## src/rtl/mem_access_ctrl.sv

```systemverilog
// mem_access_ctrl: initiator side of the data-memory port.
//   Takes one load/store request at a time (valid/ready), runs a single RAM
//   access cycle, aligns and extends load data, and returns the result with
//   its destination register over a valid/ready response handshake.
//
// Ports:
//   clk, rst        clock; asynchronous active-low reset
//   req_*           request channel (op, byte address, store data, dest reg)
//   resp_*          response channel (extended data, dest reg, wreg, excp)
//   stall_req       request waiting while the controller is busy
//   mem_*           RAM chip-enable, write-enable, address, byte lanes, data
//
// Build option:
//   MEM_ALIGN_CHECK_EN  misaligned halfword/word requests skip the RAM access
//                       and return resp_excp=1; when undefined resp_excp is 0
//                       and low address bits are ignored for alignment.

module mem_access_ctrl #(
    parameter int unsigned ADDR_W     = 32,
    parameter int unsigned REG_ADDR_W = 5
) (
    input  logic                  clk,
    input  logic                  rst,
    input  logic                  req_valid,
    output logic                  req_ready,
    input  logic [3:0]            req_op,
    input  logic [ADDR_W-1:0]     req_addr,
    input  logic [31:0]           req_wdata,
    input  logic [REG_ADDR_W-1:0] req_wd,
    output logic                  resp_valid,
    input  logic                  resp_ready,
    output logic [31:0]           resp_rdata,
    output logic [REG_ADDR_W-1:0] resp_wd,
    output logic                  resp_wreg,
    output logic                  resp_excp,
    output logic                  stall_req,
    output logic                  mem_ce,
    output logic                  mem_we,
    output logic [ADDR_W-1:0]     mem_addr,
    output logic [3:0]            mem_sel,
    output logic [31:0]           mem_data_o,
    input  logic [31:0]           mem_data_i
);

    localparam int unsigned DATA_W = 32;
    localparam int unsigned SEL_W  = 4;
    localparam int unsigned OP_W   = 4;

    localparam logic [OP_W-1:0] OP_LB  = OP_W'(4'h0);
    localparam logic [OP_W-1:0] OP_LBU = OP_W'(4'h1);
    localparam logic [OP_W-1:0] OP_LH  = OP_W'(4'h2);
    localparam logic [OP_W-1:0] OP_LHU = OP_W'(4'h3);
    localparam logic [OP_W-1:0] OP_LW  = OP_W'(4'h4);
    localparam logic [OP_W-1:0] OP_SB  = OP_W'(4'h8);
    localparam logic [OP_W-1:0] OP_SH  = OP_W'(4'h9);
    localparam logic [OP_W-1:0] OP_SW  = OP_W'(4'hA);

    typedef enum logic [1:0] {
        ST_IDLE   = 2'd0,
        ST_ACCESS = 2'd1,
        ST_RESP   = 2'd2
    } state_e;

    typedef enum logic [1:0] {
        SZ_BYTE = 2'd0,
        SZ_HALF = 2'd1,
        SZ_WORD = 2'd2,
        SZ_NONE = 2'd3
    } size_e;

    // Access size of an opcode; anything outside the decoded set is a NOP.
    function automatic size_e op_size(input logic [OP_W-1:0] op);
        case (op)
            OP_LB, OP_LBU, OP_SB: return SZ_BYTE;
            OP_LH, OP_LHU, OP_SH: return SZ_HALF;
            OP_LW, OP_SW:         return SZ_WORD;
            default:              return SZ_NONE;
        endcase
    endfunction

    // Big-endian byte lanes: address offset 0 lives in data[31:24].
    function automatic logic [SEL_W-1:0] lane_sel(input size_e sz, input logic [1:0] a);
        logic [SEL_W-1:0] sel;
        sel = '0;
        case (sz)
            SZ_BYTE: begin
                case (a)
                    2'b00:   sel = 4'b1000;
                    2'b01:   sel = 4'b0100;
                    2'b10:   sel = 4'b0010;
                    default: sel = 4'b0001;
                endcase
            end
            SZ_HALF: sel = a[1] ? 4'b0011 : 4'b1100;
            SZ_WORD: sel = 4'b1111;
            default: sel = 4'b0000;
        endcase
        return sel;
    endfunction

    // Replicate store data across all lanes so any selected lane carries it.
    function automatic logic [DATA_W-1:0] store_data(input size_e sz, input logic [DATA_W-1:0] w);
        case (sz)
            SZ_BYTE: return {4{w[7:0]}};
            SZ_HALF: return {2{w[15:0]}};
            default: return w;
        endcase
    endfunction

    // Move the addressed lane down to bit 0 and extend per the load opcode.
    function automatic logic [DATA_W-1:0] load_extract(input logic [OP_W-1:0] op,
                                                      input logic [1:0] a,
                                                      input logic [DATA_W-1:0] d);
        logic [7:0]  b;
        logic [15:0] h;
        case (a)
            2'b00:   b = d[31:24];
            2'b01:   b = d[23:16];
            2'b10:   b = d[15:8];
            default: b = d[7:0];
        endcase
        h = a[1] ? d[15:0] : d[31:16];
        case (op)
            OP_LB:   return {{24{b[7]}}, b};
            OP_LBU:  return {24'h0, b};
            OP_LH:   return {{16{h[15]}}, h};
            OP_LHU:  return {16'h0, h};
            default: return d;
        endcase
    endfunction

    state_e                state_q,      state_d;
    logic [OP_W-1:0]       op_q,         op_d;
    logic                  idle_q,       idle_d;
    logic                  mem_ce_q,     mem_ce_d;
    logic                  mem_we_q,     mem_we_d;
    logic [ADDR_W-1:0]     mem_addr_q,   mem_addr_d;
    logic [SEL_W-1:0]      mem_sel_q,    mem_sel_d;
    logic [DATA_W-1:0]     mem_data_o_q, mem_data_o_d;
    logic                  resp_valid_q, resp_valid_d;
    logic [DATA_W-1:0]     resp_rdata_q, resp_rdata_d;
    logic [REG_ADDR_W-1:0] resp_wd_q,    resp_wd_d;
    logic                  resp_wreg_q,  resp_wreg_d;
    logic                  resp_excp_q,  resp_excp_d;

    size_e req_size_c;
    logic  req_is_store_c;
    logic  req_is_mem_c;
    logic  req_misaligned_c;

    // Request decode (only meaningful in IDLE).
    assign req_size_c     = op_size(req_op);
    assign req_is_store_c = (req_op == OP_SB) || (req_op == OP_SH) || (req_op == OP_SW);
    assign req_is_mem_c   = (req_size_c != SZ_NONE);

`ifdef MEM_ALIGN_CHECK_EN
    assign req_misaligned_c = ((req_size_c == SZ_HALF) && req_addr[0]) ||
                              ((req_size_c == SZ_WORD) && (req_addr[1:0] != 2'b00));
`else
    assign req_misaligned_c = 1'b0;
`endif

    // Next-state and registered-output logic.
    always_comb begin
        state_d      = state_q;
        op_d         = op_q;
        mem_ce_d     = mem_ce_q;
        mem_we_d     = mem_we_q;
        mem_addr_d   = mem_addr_q;
        mem_sel_d    = mem_sel_q;
        mem_data_o_d = mem_data_o_q;
        resp_valid_d = resp_valid_q;
        resp_rdata_d = resp_rdata_q;
        resp_wd_d    = resp_wd_q;
        resp_wreg_d  = resp_wreg_q;
        resp_excp_d  = resp_excp_q;

        case (state_q)
            ST_IDLE: begin
                if (req_valid) begin
                    op_d      = req_op;
                    resp_wd_d = req_wd;
                    if (req_is_mem_c && !req_misaligned_c) begin
                        state_d      = ST_ACCESS;
                        mem_ce_d     = 1'b1;
                        mem_we_d     = req_is_store_c;
                        mem_addr_d   = req_addr;
                        mem_sel_d    = lane_sel(req_size_c, req_addr[1:0]);
                        mem_data_o_d = req_is_store_c ? store_data(req_size_c, req_wdata)
                                                      : '0;
                    end else begin
                        // NOPs and rejected misaligned accesses never touch the RAM.
                        state_d      = ST_RESP;
                        resp_valid_d = 1'b1;
                        resp_rdata_d = '0;
                        resp_wreg_d  = 1'b0;
                        resp_excp_d  = req_misaligned_c;
                    end
                end
            end
            ST_ACCESS: begin
                // RAM write / read completes on the edge leaving this state.
                state_d      = ST_RESP;
                mem_ce_d     = 1'b0;
                mem_we_d     = 1'b0;
                resp_valid_d = 1'b1;
                resp_wreg_d  = !op_q[3];
                resp_excp_d  = 1'b0;
                resp_rdata_d = op_q[3] ? '0 : load_extract(op_q, mem_addr_q[1:0], mem_data_i);
            end
            ST_RESP: begin
                if (resp_ready) begin
                    state_d      = ST_IDLE;
                    resp_valid_d = 1'b0;
                end
            end
            default: begin
                state_d      = ST_IDLE;
                mem_ce_d     = 1'b0;
                mem_we_d     = 1'b0;
                resp_valid_d = 1'b0;
            end
        endcase

        idle_d = (state_d == ST_IDLE);
    end

    // State and output registers.
    always_ff @(posedge clk or negedge rst) begin
        if (!rst) begin
            state_q      <= ST_IDLE;
            op_q         <= '0;
            idle_q       <= 1'b1;
            mem_ce_q     <= 1'b0;
            mem_we_q     <= 1'b0;
            mem_addr_q   <= '0;
            mem_sel_q    <= '0;
            mem_data_o_q <= '0;
            resp_valid_q <= 1'b0;
            resp_rdata_q <= '0;
            resp_wd_q    <= '0;
            resp_wreg_q  <= 1'b0;
            resp_excp_q  <= 1'b0;
        end else begin
            state_q      <= state_d;
            op_q         <= op_d;
            idle_q       <= idle_d;
            mem_ce_q     <= mem_ce_d;
            mem_we_q     <= mem_we_d;
            mem_addr_q   <= mem_addr_d;
            mem_sel_q    <= mem_sel_d;
            mem_data_o_q <= mem_data_o_d;
            resp_valid_q <= resp_valid_d;
            resp_rdata_q <= resp_rdata_d;
            resp_wd_q    <= resp_wd_d;
            resp_wreg_q  <= resp_wreg_d;
            resp_excp_q  <= resp_excp_d;
        end
    end

    assign req_ready  = idle_q;
    assign stall_req  = req_valid && !idle_q;
    assign mem_ce     = mem_ce_q;
    assign mem_we     = mem_we_q;
    assign mem_addr   = mem_addr_q;
    assign mem_sel    = mem_sel_q;
    assign mem_data_o = mem_data_o_q;
    assign resp_valid = resp_valid_q;
    assign resp_rdata = resp_rdata_q;
    assign resp_wd    = resp_wd_q;
    assign resp_wreg  = resp_wreg_q;
    assign resp_excp  = resp_excp_q;

endmodule

```

## config.mk

```make
export PLATFORM = sky130hd
export DESIGN_NAME = mem_access_ctrl
export DESIGN_NICKNAME = d
export VERILOG_FILES = /design/src/rtl/mem_access_ctrl.sv
export SDC_FILE = /design/constraint.sdc
export NUM_CORES = 1
export LEC_CHECK = 0
export BUFFER_PORTS_ARGS = -buffer_cell sky130_fd_sc_hd__buf_2
export CORE_MARGIN = 2
export CORE_UTILIZATION = 49
export CTS_BUF_LIST = sky130_fd_sc_hd__clkbuf_8 sky130_fd_sc_hd__clkbuf_16
export DETAILED_ROUTE_END_ITERATION = 10
export PLACE_DENSITY = 0.78
export SLEW_MARGIN = 10
export SYNTH_ARGS = -nofsm -noshare
export SYNTH_HDL_FRONTEND = slang
export SYNTH_SLANG_ARGS = --single-unit
export TNS_END_PERCENT = 30
```

## constraint.sdc

```tcl
create_clock -name clk -period 1.7 [get_ports clk]
set_input_delay 0.085 -clock clk [delete_from_list [all_inputs] [get_ports clk]]
set_output_delay 0.085 -clock clk [all_outputs]
set_load 0.02 [all_outputs]
```

==> results.json <==
{
  "min_path_type": "in2reg",
  "antenna_found_initial": 0,
  "rows": 39,
  "vias_per_cell": 5.555,
  "detail_route.wl_per_cell_um": 17.84,
  "htree_levels": 4,
  "fin_skew_ps": 7.122,
  "max_freq_mhz": 595.8,
  "p_per_area_nw_per_um2": 1531,
  "layout_commonest_cell": "buf_2",
  "post-route-period-util_pct": 98.74,
  "crit_start": "mem_addr[1]$_DFFE_PN0P_",
  "dpl.hpwl_mm": 11.50,
  "critPathBufInv": 1,
  "die_x_um": 111.1,
  "regToRegSetupSlack_ps": 20,
  "n_fill_cell": 736,
  "synth-seq-cells": 116,
  "core-area_um2": 11320,
  "leakage_nw": 4.348,
  "cp_slowest_cell": "mux4_2",
  "violations": "hold timing",
  "io_buffers": 219,
  "async_flop_share_pct": 100.0,
  "crit_family": "multiplexers",
  "cap_violations": 0,
  "end_kind": "flip-flop",
  "worstHoldStart": "req_wdata[17]",
  "drtPass1Iterations": 5,
  "yosysSeqAreaShare_pct": 51.66,
  "cts_tree": "done",
  "die-area_um2": 12350,
  "first_global_vias": 5863,
  "clk_latency_ps": 420,
  "syn_avg_cell_area_um2": 10.02,
  "synth_ff_type": "dfrtp_1",
  "cts_root_buffer": "clkbuf_16",
  "arrival_ps": 1980,
  "first_iter_violations": 476,
  "cts.clk_slew.worst_paths_ps": 50,
  "slew_violations": 0,
  "routed_wirelength_mm": 18.36,
  "worstSetupPathDepth": 5,
  "clock_sinks": 116,
  "outcome": "finished, violations left",
  "diodes": 0,
  "critPathRequiredTime_ps": 2000,
  "ys_types": 54,
  "dieHeight_um": 111.1,
  "hold_viol": 1,
  "pin_count": 221,
  "layout_min_cycle_time_ps": 1679,
  "area_growth_pct": 49.79,
  "grt_max_degree": 52,
  "numCtsBuffers": 17,
  "start_util_pct": 49.66,
  "crit_chain": "mux4_2 -> a21oi_4 -> buf_12 -> a21oi_1 -> a21o_1",
  "grt-ovfl-total": 0,
  "nets": 982,
  "grtUsageTotal_pct": 29.61,
  "synth.yosys.warnings": 0,
  "total_power_mw": 12.89,
  "whs_ps": -8.540,
  "critPathMaxStageDelay_ps": 570,
  "drive_above_1_share_pct": 38.37,
  "grt_pass1_wl_mm": 28.94,
  "ant_nets": 0,
  "clockBufferDepth": 2,
  "setup_viol": 0,
  "place_congestion": 0.8206,
  "final_core_util_pct": 74.38,
  "syn_inst": 561,
  "multi_input_area_um2": 2447,
  "synth_area_um2": 5622,
  "critPathMaxFanout": 8,
  "syn-num-nets": 670,
  "worst-r2r-cell-count": 5,
  "reg2reg_from": "mem_addr[1]$_DFFE_PN0P_",
  "final_cell_mix": "buf_2, nand2_1, dfrtp_1",
  "drcViolationCount": 0,
  "min_path_cells": 3,
  "cp-start-kind": "flip-flop",
  "synth_edf_count": 0,
  "vias": 5716,
  "path_class": "reg2reg",
  "seqCellArea_um2": 2908,
  "tns_ps": 0,
  "irDropWorstVdd_mv": 1.092
}
worst register-to-register path: stages (launching register included):
cell	delay, ps
dfrtp_2	440
mux4_2	570
a21oi_4	200
buf_12	150
a21oi_1	60
a21o_1	150
path summary, 6_finish.rpt:
path | to
worst max-delay path | resp_rdata[8]$_DFFE_PN0P_
worst min-delay path | mem_data_o[17]$_DFFE_PN0P_
worst max register to register | resp_rdata[8]$_DFFE_PN0P_
worst min register to register | mem_data_o[13]$_DFFE_PN0P_
max in group asynchronous | mem_data_o[27]$_DFFE_PN0P_
min in group asynchronous | mem_data_o[26]$_DFFE_PN0P_
sequential cells by signal, summed over array words and instances, names as in the netlist:
| signal | count |
|---|---|
| resp_rdata | 32 |
| mem_sel | 4 |
| mem_we | 1 |
| req_ready | 1 |
| op_q | 4 |
| mem_ce | 1 |
| resp_wreg | 1 |
| state_q | 2 |
| mem_data_o | 32 |
| resp_wd | 5 |
| resp_valid | 1 |
| mem_addr | 32 |
cell usage after synthesis (all sizes together), types with 2 or more instances:
cell    instances  area share (%)
a221o          17             3.2
and2            2            0.22
dfrtp         115              51
nor3           15             1.3
nand3b          3            0.62
nand3           6            0.53
nor3b           5            0.96
clkbuf          9            0.62
nor2b          11             1.2
o221ai          4            0.62
o211ai          6            0.80
mux2           15             3.0
o21ai          62             5.5
a21o           11             1.5
o22a            3            0.47
or2             3            0.33
nor2           29             1.9
buf            32             4.3
inv             7            0.47
a22o           10             1.6
mux4            8             3.2
a211oi          2            0.49
nand2         137             9.2
a21oi          20             2.0
mux2i          12             2.1
nand2b          3            0.33
per-layer routing:
metal | track usage, % | wire, um | up-vias
met5 | 0 | 0 | -
met4 | 14.90 | 758 | 0
met3 | 8.639 | 1399 | 68
met2 | 49.78 | 9120 | 323
met1 | 34.70 | 7075 | 2743
li1 | - | - | 2582
power by group:
group / leakage, nW / total [mW] / internal, mW / switching [mW]
combinational: 2.55 / 4.99 / 2.00 / 2.99
clock: 0.304 / 3.57 / 2.35 / 1.23
sequential: 1.49 / 4.32 / 3.70 / 0.620
total: 4.35 / 12.9 / 8.05 / 4.84
final cells by class:
class | count | share of cell area, %
clock buffer | 19 | 5.379
clock inverter | 13 | 1.664
inverter | 8 | 0.3566
multi-input combinational | 396 | 29.06
sequential | 116 | 34.53
tap | 143 | 2.125
timing repair buffer | 334 | 26.88
stage by stage:
stage                     setup WS, ps  cell area (um^2)  cells
after floorplan                  12.84              5625    561
after global placement          -53.21              6918    912
after detailed placement        -138.4              6918    912
after CTS                        21.25              8346   1026
after global routing            -6.912              8421   1029
final                            21.49              8421   1029
timing repair:
action	4_1_cts	5_1_grt
buffers inserted	1	3
resized for setup	1	11
hold endpoints to repair	197	0
hold buffers	81	0
endpoints found under the setup margin	19	65
pin swaps	1	2
logic make-up (layout without fill, tap and decap cells):
kind of cell | after synthesis | in the layout | share of synthesized area [%]
simple gates | 217 | 217 | 17.09
flops | 116 | 116 | 51.66
other cells | 1 | 1 | 0.06671
mux | 35 | 35 | 8.346
buf+inv | 49 | 374 | 5.408
compound gates | 143 | 143 | 17.43
Note: power is estimated with default switching activity, not from simulation.
